===== src/rtl/fwd_pkg.sv =====
// Shared types for the forwarding / hazard unit: tracker entry layout,
// stall FSM states and the "read from register file" select code.
package fwd_pkg;

  // Tracker entries hold the destination zero-extended to this width so the
  // struct stays independent of the instantiating module's AW (AW <= 8).
  localparam int FWD_RD_W = 8;

  // Select code meaning "take the operand from the register file".
  localparam int FWD_RF = 0;

  typedef struct packed {
    logic                valid;
    logic [FWD_RD_W-1:0] rd;
    logic                we;
    logic                load;
  } trk_entry_t;

  typedef enum logic [0:0] {
    ST_RUN   = 1'b0,
    ST_STALL = 1'b1
  } fsm_state_t;

endpackage


===== src/rtl/fwd_match.sv =====
// Per-source comparator and priority encoder: finds the youngest in-flight
// producer of one source register and reports the forwarding select plus the
// number of stall cycles needed if that producer is a load not yet forwardable.
module fwd_match
  import fwd_pkg::*;
#(
  parameter int NUM_STAGES = 3,
  parameter int LOAD_LAT   = 1,
  parameter int AW         = 5,
  parameter int SELW       = 2
) (
  input  trk_entry_t       ent_i [NUM_STAGES],
  input  logic [AW-1:0]    rs_i,
  input  logic             used_i,
  output logic [SELW-1:0]  sel_o,
  output logic [SELW-1:0]  cyc_o
);

  // Walk from oldest to youngest so the lowest matching index wins.
  always_comb begin
    sel_o = SELW'(FWD_RF);
    cyc_o = '0;
    for (int k = NUM_STAGES - 1; k >= 0; k--) begin
      if (used_i && ent_i[k].valid && ent_i[k].we &&
          (ent_i[k].rd != '0) && (ent_i[k].rd == FWD_RD_W'(rs_i))) begin
        sel_o = SELW'(k + 1);
        if (ent_i[k].load && (k < LOAD_LAT)) begin
          cyc_o = SELW'(LOAD_LAT - k);
        end else begin
          cyc_o = '0;
        end
      end
    end
  end

endmodule


===== src/rtl/fwd_hazard_unit.sv =====
// Operand forwarding and load-use hazard unit. Tracks the destinations of the
// instructions downstream of decode, picks a forwarding source per operand,
// and stalls decode until a pending load result becomes forwardable.
module fwd_hazard_unit
  import fwd_pkg::*;
#(
  parameter int NUM_SRC    = 2,
  parameter int NUM_STAGES = 3,
  parameter int LOAD_LAT   = 1,
  parameter int AW         = 5,
  parameter int SELW       = $clog2(NUM_STAGES + 1)
) (
  input  logic                     clk,
  input  logic                     rst_n,
  input  logic                     id_valid,
  input  logic [NUM_SRC*AW-1:0]    id_rs,
  input  logic [NUM_SRC-1:0]       id_rs_used,
  input  logic [AW-1:0]            id_rd,
  input  logic                     id_regwrite,
  input  logic                     id_is_load,
  input  logic                     flush,
  output logic                     stall,
  output logic [NUM_SRC*SELW-1:0]  ex_fwd_sel,
  output logic                     ex_valid,
  output logic [15:0]              stall_count
);

  trk_entry_t             trk_q [NUM_STAGES];
  trk_entry_t             ent_d;
  fsm_state_t             state_q, state_d;
  logic [SELW-1:0]        cnt_q, cnt_d;
  logic [NUM_SRC*SELW-1:0] ex_fwd_sel_q, ex_fwd_sel_d;
  logic                   ex_valid_q;
  logic [15:0]            stall_count_q;

  logic [SELW-1:0]        sel_w [NUM_SRC];
  logic [SELW-1:0]        cyc_w [NUM_SRC];
  logic [SELW-1:0]        need;
  logic                   issue;

  // One comparator/encoder per source operand; unused or invalid sources never match.
  for (genvar j = 0; j < NUM_SRC; j++) begin : g_src
    fwd_match #(
      .NUM_STAGES (NUM_STAGES),
      .LOAD_LAT   (LOAD_LAT),
      .AW         (AW),
      .SELW       (SELW)
    ) u_match (
      .ent_i  (trk_q),
      .rs_i   (id_rs[j*AW +: AW]),
      .used_i (id_rs_used[j] & id_valid),
      .sel_o  (sel_w[j]),
      .cyc_o  (cyc_w[j])
    );
  end

  // Worst-case stall requirement over all sources, and the packed select bus.
  always_comb begin
    need         = '0;
    ex_fwd_sel_d = '0;
    for (int j = 0; j < NUM_SRC; j++) begin
      if (cyc_w[j] > need) need = cyc_w[j];
      ex_fwd_sel_d[j*SELW +: SELW] = sel_w[j];
    end
  end

  // Flush overrides everything; otherwise stall in STALL or on a fresh hazard.
  always_comb begin
    stall = rst_n && !flush && ((state_q == ST_STALL) || (need != '0));
    issue = id_valid && !stall && !flush;
    ent_d = '0;
    if (issue) begin
      ent_d.valid = 1'b1;
      ent_d.rd    = FWD_RD_W'(id_rd);
      ent_d.we    = id_regwrite;
      ent_d.load  = id_is_load;
    end
  end

  // Next-state logic of the RUN/STALL down-counter FSM.
  always_comb begin
    state_d = state_q;
    cnt_d   = cnt_q;
    if (flush) begin
      state_d = ST_RUN;
      cnt_d   = '0;
    end else begin
      case (state_q)
        ST_RUN: begin
          if (need > SELW'(1)) begin
            state_d = ST_STALL;
            cnt_d   = need - SELW'(1);
          end
        end
        ST_STALL: begin
          cnt_d = cnt_q - SELW'(1);
          if (cnt_q == SELW'(1)) state_d = ST_RUN;
        end
        default: begin
          state_d = ST_RUN;
          cnt_d   = '0;
        end
      endcase
    end
  end

  // Tracker shift register: new entry (or bubble) enters at index 0.
  always_ff @(posedge clk or negedge rst_n) begin
    if (!rst_n) begin
      for (int k = 0; k < NUM_STAGES; k++) trk_q[k] <= '0;
    end else begin
      trk_q[0] <= ent_d;
      for (int k = 1; k < NUM_STAGES; k++) trk_q[k] <= trk_q[k-1];
    end
  end

  // FSM state, EX-stage registered outputs and the saturating stall counter.
  always_ff @(posedge clk or negedge rst_n) begin
    if (!rst_n) begin
      state_q       <= ST_RUN;
      cnt_q         <= '0;
      ex_fwd_sel_q  <= '0;
      ex_valid_q    <= 1'b0;
      stall_count_q <= '0;
    end else begin
      state_q       <= state_d;
      cnt_q         <= cnt_d;
      ex_fwd_sel_q  <= issue ? ex_fwd_sel_d : '0;
      ex_valid_q    <= issue;
      if (stall && (stall_count_q != 16'hFFFF)) stall_count_q <= stall_count_q + 16'd1;
    end
  end

  assign ex_fwd_sel  = ex_fwd_sel_q;
  assign ex_valid    = ex_valid_q;
  assign stall_count = stall_count_q;

endmodule


===== config.mk =====
export PLATFORM = sky130hd
export DESIGN_NAME = fwd_hazard_unit
export DESIGN_NICKNAME = d
export VERILOG_FILES = /design/src/rtl/fwd_pkg.sv /design/src/rtl/fwd_match.sv /design/src/rtl/fwd_hazard_unit.sv
export SDC_FILE = /design/constraint.sdc
export NUM_CORES = 1
export LEC_CHECK = 0
export CORE_UTILIZATION = 45
export DETAILED_ROUTE_END_ITERATION = 8
export GPL_ROUTABILITY_DRIVEN = 0
export PLACE_DENSITY = 0.78
export SYNTH_ARGS = -nofsm -noshare
export SYNTH_HDL_FRONTEND = slang
export SYNTH_SLANG_ARGS = --single-unit

===== constraint.sdc =====
create_clock -name clk -period 3 [get_ports clk]
set_input_delay 0.3 -clock clk [delete_from_list [all_inputs] [get_ports clk]]
set_output_delay 0.3 -clock clk [all_outputs]
set_load 0.03 [all_outputs]

==> qor.txt, run 1 <==
GRT
---------------------------------------------------------------------------------
All-layer global routing usage .....................................        20.2%
Vias in the first global route .....................................         1619
Overflow after GRT .................................................            0
Largest net degree at the start of global routing ..................           46
Antenna violations before repair ...................................            0
Wire length of the first global-routing pass .......................      7.90 mm

LOGIC SYNTHESIS
---------------------------------------------------------------------------------
Post-synthesis cell area ...........................................     2130 um2
Register bit total from synthesis ..................................           45
Register area share after synthesis ................................        52.9%
Syn_area_per_cell ..................................................     11.2 um2
Syn Nets ...........................................................          215
Synthesized-area fraction occupied by ao, oa, aoi and oai cells ....        3.23%
Count of distinct cell types in the synthesized netlist ............           32
Area share of xor/xnor cells in the synthesized design .............        18.1%
Simple-gate portion of the synthesized area ........................        21.1%
Post-synthesis adder-cell area fraction ............................        1.18%
Multiplexer share of the synthesized area ..........................        1.53%
Largest family of logic cells by synthesized area .................. simple AND/OR/NAND/NOR gates
Gate Count Post-Synth ..............................................          190
Warning count from the yosys run ...................................            0

STA
---------------------------------------------------------------------------------
Final Setup Violations .............................................            0
Final period util ..................................................        92.3%
Max-slew violation count ...........................................            0
Largest clock skew in the final design .............................   0.00372 ns
Final-layout worst hold slack ......................................     0.120 ns
Unrepaired setup endpoints after global routing ....................        false
Final Hold Vio Count ...............................................            0
Min cycle time layout ..............................................      2.77 ns
Max Clk Rate .......................................................      361 MHz
Slew at the pin with the worst max-slew slack ......................     0.532 ns
Relative slew margins ..............................................        64.5%
Total Neg Setup Slack ..............................................         0 ns
Worst Slack Setup Final ............................................     0.231 ns

SETUP PATH
---------------------------------------------------------------------------------
Nature of the critical path startpoint .............................    flip-flop
Critical path fanouts, max .........................................            6
Category of the worst setup path capture point .....................   output pin
CP Class ...........................................................   reg -> out
Required arrival time at the worst endpoint ........................      2.70 ns
Worst EP arrival ...................................................      2.47 ns
Start of the worst register-to-register path .......................    trk_q[27]
Source of the critical timing path .................................    trk_q[27]

PLACE
---------------------------------------------------------------------------------
Worst slack at placement ...........................................     0.451 ns
Dpl hpwl ...........................................................      3.27 mm
Port Buf Inserts ...................................................           44
Placed Instances ...................................................          284

CLOCK TREE
---------------------------------------------------------------------------------
CTS clk-pin slew, worst paths ......................................      0.08 ns
Source-to-sink clock delay at the later pin of the worst-skew pair .      0.29 ns
Number of levels the H-tree was split into .........................            2
Buffer count from post-CTS setup fixing ............................            0
Clock tree from TritonCTS ..........................................        built
CTS root buf .......................................................     clkbuf_8
Number of buffers inserted during clock tree synthesis .............            5
Clock Tree Buf Depth ...............................................            2
CTS hold repair buffers ............................................            0
Post-cts resize count ..............................................            0
Sink count of the clock tree .......................................           45

POWER
---------------------------------------------------------------------------------
Final Power ........................................................    0.00120 W
Max IR drop VDD ....................................................     0.372 mV
Pwr Density ........................................................   438 nW/um2
P_leak .............................................................      1.17 nW

LAYOUT
---------------------------------------------------------------------------------
Sequential standard cell area ......................................     1130 um2
Layout cell share with drive strength beyond 1 .....................        7.92%
Count of non-filler cells in the finished layout ...................          292
Antenna cell count .................................................            0
Area of combinational cells with multiple inputs ...................      961 um2
Number of inserted filler cells in the final layout ................          381
Area growth from synthesis to layout ...............................        28.5%
Fin nets ...........................................................          264

FLOW RUN
---------------------------------------------------------------------------------
Maximum capacitance violations .....................................            0

ROUTING
---------------------------------------------------------------------------------
Number of DRC violations after detailed-routing iteration 0 ........          181
Wirelength per Cell ................................................      15.3 um
Routed vias ........................................................         1602
Vias per cell ......................................................         5.49
Final wirelength ...................................................      4.47 mm
Router iterations before antenna repair ............................            6
Detail Route Antenna Nets ..........................................            0
Number of remaining DRC errors .....................................            8

STATUS
---------------------------------------------------------------------------------
Violations in the final reports ....................................          DRC
Run status ......................................................... complete, but fails checks

DIE
---------------------------------------------------------------------------------
Core outline area ..................................................     4440 um2
Width of the die ...................................................      70.8 um
Number of placement rows ...........................................           24
Initial standard-cell utilization of the core ......................        47.9%
Die outline height .................................................      70.8 um
Die ar. ............................................................     5010 um2
I/O pin count ......................................................           45

HOLD PATH
---------------------------------------------------------------------------------
Min-delay worst type ...............................................  in -> async

## per-layer routing
metal	wire length (um)	GRT usage, %	vias up
met5	0	0	-
met4	23	4.67	0
met3	223	4.56	2
met2	2200	31.8	51
met1	2030	28.7	789
li1	-	-	760
## path summary, 6_finish.rpt
path	depth (start not counted)	slack, ns	endpoint
max reg2reg	7	0.46	stall_count[15]
min in group clk	0	0.40	trk_q[12]
min reg2reg	0	0.40	trk_q[12]
max	6	0.23	stall
max in group asynchronous	2	2.52	stall_count[3]
min	2	0.12	stall_count[8]
## final cells by class
cell class	instances	area share, %
sequential	45	41.2
multi-input combinational	138	35.1
timing repair buffer	47	16.7
clock buffer	6	3.02
clock inverter	2	1.37
inverter	2	0.274
tap	52	2.38
## worst max-delay path, cell delays in order, from the launching register on
cell,delay [ns]
dfrtp_1,0.45
or4_1,0.54
o211ai_2,0.21
nor4_1,0.11
or3_1,0.47
and2_4,0.23
buf_4,0.17
## layout by cell type (no fill, tap or decap), drive strengths merged, types with 3 or more instances in the layout
cell type / count
dfrtp: 45
and2: 8
xor2: 11
nand3: 10
clkbuf: 6
xnor2: 33
a21oi: 4
nor2: 11
and3: 9
or3: 3
nand4: 15
nor4: 6
buf: 5
nor3: 3
clkdlybuf4s50: 42
nand2: 7
## cell families (layout without fill, tap and decap cells)
logic type	after synthesis	count (layout)
flip-flops	45	45
buffers and inverters	7	57
adder cells (fa/ha/maj)	2	2
multiplexers	3	3
AO/OA/AOI/OAI	9	9
AND/OR/NAND/NOR	80	80
XOR/XNOR	44	44
## where the power goes
group / internal (W) / switching (W)
clock network: 0.000271 / 0.000196
logic: 0.0000530 / 0.0000457
registers: 0.000618 / 0.0000145
total: 0.000942 / 0.000257
## flip-flops by register name, summed over array words and instances (netlist names)
| register | cells |
|---|---|
| ex_fwd_sel | 4 |
| stall_count | 16 |
| state_q | 1 |
| cnt_q | 2 |
| trk_q | 21 |
| ex_valid | 1 |
## stage by stage
stage	util, %	area, um2
2_1_floorplan	-	2130
3_3_place_gp	58.8	2620
3_5_place_dp	58.8	2620
4_1_cts	61.5	2740
5_1_grt	61.5	2740
6_report	61.5	2740
## cells in the mapped netlist
cell type,n,share of area (%)
nand3_1,10,2.4
nand2_1,7,1.2
buf_1,1,0.18
or2_2,1,0.29
nor2_1,11,1.9
mux2i_1,1,0.47
or4_1,2,0.71
o211ai_1,1,0.35
and3_1,9,2.6
nor3b_1,2,0.71
a41oi_1,1,0.41
or3_1,3,0.88
xor2_1,11,4.5
and3b_1,1,0.41
inv_1,2,0.35
a21oi_2,1,0.41
o311a_1,1,0.47
and2_1,7,2.1
buf_6,2,1.1
ha_1,2,1.2
nand4_1,15,4.4
clkbuf_1,2,0.35
a21oi_1,3,0.71
dfrtp_1,45,53
o211ai_2,1,0.59
a31oi_1,1,0.29
nand2b_1,2,0.59
nor3_1,3,0.71
nor4_1,6,1.8
mux2_2,2,1.1
xnor2_1,33,14
and2_4,1,0.41
Power figures use the tool's default switching activity.
==> run 2, diff against run 1 <==
CORE_UTILIZATION = 40   (was 45)
PLACE_DENSITY = 0.71   (was 0.78)
==> qor.txt, run 2 (same netlist as run 1, synthesis figures left out) <==
ROUTING
---------------------------------------------------------------------------------
Routed vias ........................................................         1572
Wirelength per Cell ................................................      14.3 um
Number of DRC violations after detailed-routing iteration 0 ........          107
Detail Route Antenna Nets ..........................................            0
Number of remaining DRC errors .....................................            0
Router iterations before antenna repair ............................            4
Final wirelength ...................................................      4.46 mm
Vias per cell ......................................................         5.05

CLOCK TREE
---------------------------------------------------------------------------------
CTS clk-pin slew, worst paths ......................................      0.09 ns
Buffer count from post-CTS setup fixing ............................            0
CTS root buf .......................................................     clkbuf_8
Post-cts resize count ..............................................            0
Source-to-sink clock delay at the later pin of the worst-skew pair .      0.29 ns
Sink count of the clock tree .......................................           45
Clock tree from TritonCTS ..........................................        built
Clock Tree Buf Depth ...............................................            2
Number of levels the H-tree was split into .........................            2
Number of buffers inserted during clock tree synthesis .............            5
CTS hold repair buffers ............................................            0

SETUP PATH
---------------------------------------------------------------------------------
Critical path depth ................................................            6
Family with the most delay on the worst path ....................... simple AND/OR/NAND/NOR gates
Worst path bufs/invs ...............................................            1
Depth of the worst register-to-register path .......................            6
Category of the worst setup path capture point .....................   output pin
Crit-path slowest cell .............................................        or4_1
CP Class ...........................................................   reg -> out
Worst path cell trace .............................................. or4_1, o211ai_2, nor4_1, or3_1, and2_4, buf_4
Crit-path max cell delay ...........................................      0.57 ns
Worst EP arrival ...................................................      2.45 ns
Critical path fanouts, max .........................................            6
Required arrival time at the worst endpoint ........................      2.70 ns
Nature of the critical path startpoint .............................    flip-flop

HOLD PATH
---------------------------------------------------------------------------------
Min-delay worst type ...............................................  in -> async

LAYOUT
---------------------------------------------------------------------------------
Commonest non-fill, non-tap cell in the layout .....................      dfrtp_1
Area growth from synthesis to layout ...............................        29.7%
Fin nets ...........................................................          265
Commonest non-fill, non-tap cells in the layout .................... dfrtp_1, clkdlybuf4s50_1, xnor2_1
Max FFs per register ...............................................           21
Antenna cell count .................................................            0
Layout cell share with drive strength beyond 1 .....................        8.30%
Register name with the most flops ..................................        trk_q

DIE
---------------------------------------------------------------------------------
Die ar. ............................................................     5620 um2
Initial standard-cell utilization of the core ......................        41.7%
Number of placement rows ...........................................           26
Width of the die ...................................................      74.9 um
Core outline area ..................................................     5110 um2
I/O pin count ......................................................           45
Die outline height .................................................      74.9 um

PLACE
---------------------------------------------------------------------------------
Worst slack at placement ...........................................     0.485 ns
Port Buf Inserts ...................................................           44
Dpl hpwl ...........................................................      3.31 mm

GRT
---------------------------------------------------------------------------------
Vias in the first global route .....................................         1546
Wire length of the first global-routing pass .......................      7.25 mm
All-layer global routing usage .....................................        17.3%
Overflow after GRT .................................................            0
Antenna violations before repair ...................................            0
Largest net degree at the start of global routing ..................           46

POWER
---------------------------------------------------------------------------------
Switching share of power ...........................................        22.5%
Switching power summed over all nets ...............................   0.000267 W
Sequential fraction of design power ................................        53.3%
Max IR drop VDD ....................................................     0.247 mV
Share of total power in the clock network ..........................        38.4%
Pwr Density ........................................................   430 nW/um2
Internal power summed over all cells ...............................   0.000920 W
Combinational cell fraction of total power .........................         8.3%
P_leak .............................................................      1.17 nW

STA
---------------------------------------------------------------------------------
Max-slew violation count ...........................................            0
Max Clk Rate .......................................................      363 MHz
Largest clock skew in the final design .............................   0.00503 ns
Final period util ..................................................        91.7%
Total Neg Setup Slack ..............................................         0 ns
Slew at the pin with the worst max-slew slack ......................     0.554 ns
Relative slew margins ..............................................        63.1%
Worst Slack Setup Final ............................................     0.248 ns
Final Setup Violations .............................................            0
Final Hold Vio Count ...............................................            0
Min cycle time layout ..............................................      2.75 ns
Unrepaired setup endpoints after global routing ....................        false

FLOW RUN
---------------------------------------------------------------------------------
Maximum capacitance violations .....................................            0

STATUS
---------------------------------------------------------------------------------
Run status ......................................................... complete, no violations

==> run 2: cell types whose count changed in the layout (fill, tap and decap cells not counted) <==
cell | before | now
buf_4 | 4 | 5
clkbuf_8 | 6 | 5
clkinv_4 | 0 | 1
==> run 2: layout make-up <==
cell class	instances	area, um2
Timing Repair Buffer	48	463
Tap cell	70	87.6
Clock inverter	3	46.3
Clock buffer	5	68.8
Fill cell	459	2350
Inverter	2	7.51
Sequential cell	45	1130
Multi-Input combinational cell	138	961
==> run 2: final timing paths <==
kind	startpoint	endpoint	slack, ns
worst max-delay path	trk_q[24]	stall	0.25
worst min-delay path	rst_n	ex_fwd_sel[3]	0.12
worst max register to register	trk_q[24]	stall_count[1]	0.58
worst min register to register	trk_q[12]	trk_q[1]	0.38
max in group asynchronous	rst_n	trk_q[21]	2.50
min in group clk	trk_q[12]	trk_q[1]	0.38
==> run 2: metal layers <==
| layer | track usage (%) | up-vias | share of wire [%] |
|---|---|---|---|
| li1 | - | 759 | - |
| met5 | 0 | - | 0 |
| met4 | 6.08 | 0 | 1.7 |
| met2 | 26.8 | 40 | 48 |
| met1 | 23.6 | 765 | 47 |
| met3 | 4.15 | 8 | 4.1 |
==> run 2: power by group through the flow <==
| stage | combinational, W | clock, W | sequential, W |
|---|---|---|---|
| after floorplan | 0.0000404 | 0 | 0.000641 |
| after global placement | 0.0000977 | 0 | 0.000644 |
| after detailed placement | 0.0000988 | 0 | 0.000644 |
| after CTS | 0.0000997 | 0.000470 | 0.000633 |
| after global routing | 0.000107 | 0.000488 | 0.000634 |
| final | 0.0000982 | 0.000456 | 0.000633 |
==> run 2: metrics by stage <==
| step | total power [W] | utilization [%] | hold slack (ns) | std cells | cell area (um2) |
|---|---|---|---|---|---|
| finish | 0.00119 | 54.0 | 0.119 | 311 | 2760 |
| global placement | 0.000742 | 51.8 | 0.364 | 303 | 2650 |
| floorplan | 0.000681 | - | 0.00441 | 190 | 2130 |
| global route | 0.00123 | 54.0 | 0.170 | 311 | 2760 |
| CTS | 0.00120 | 54.0 | 0.143 | 311 | 2760 |
| detailed placement | 0.000743 | 51.8 | 0.367 | 303 | 2650 |
==> run 3, diff against run 2 <==
ABC_CLOCK_PERIOD_IN_PS = 3000   (was default)
==> results of run 3 <==
Final layout, timing and power as in run 2 (identical DEF).
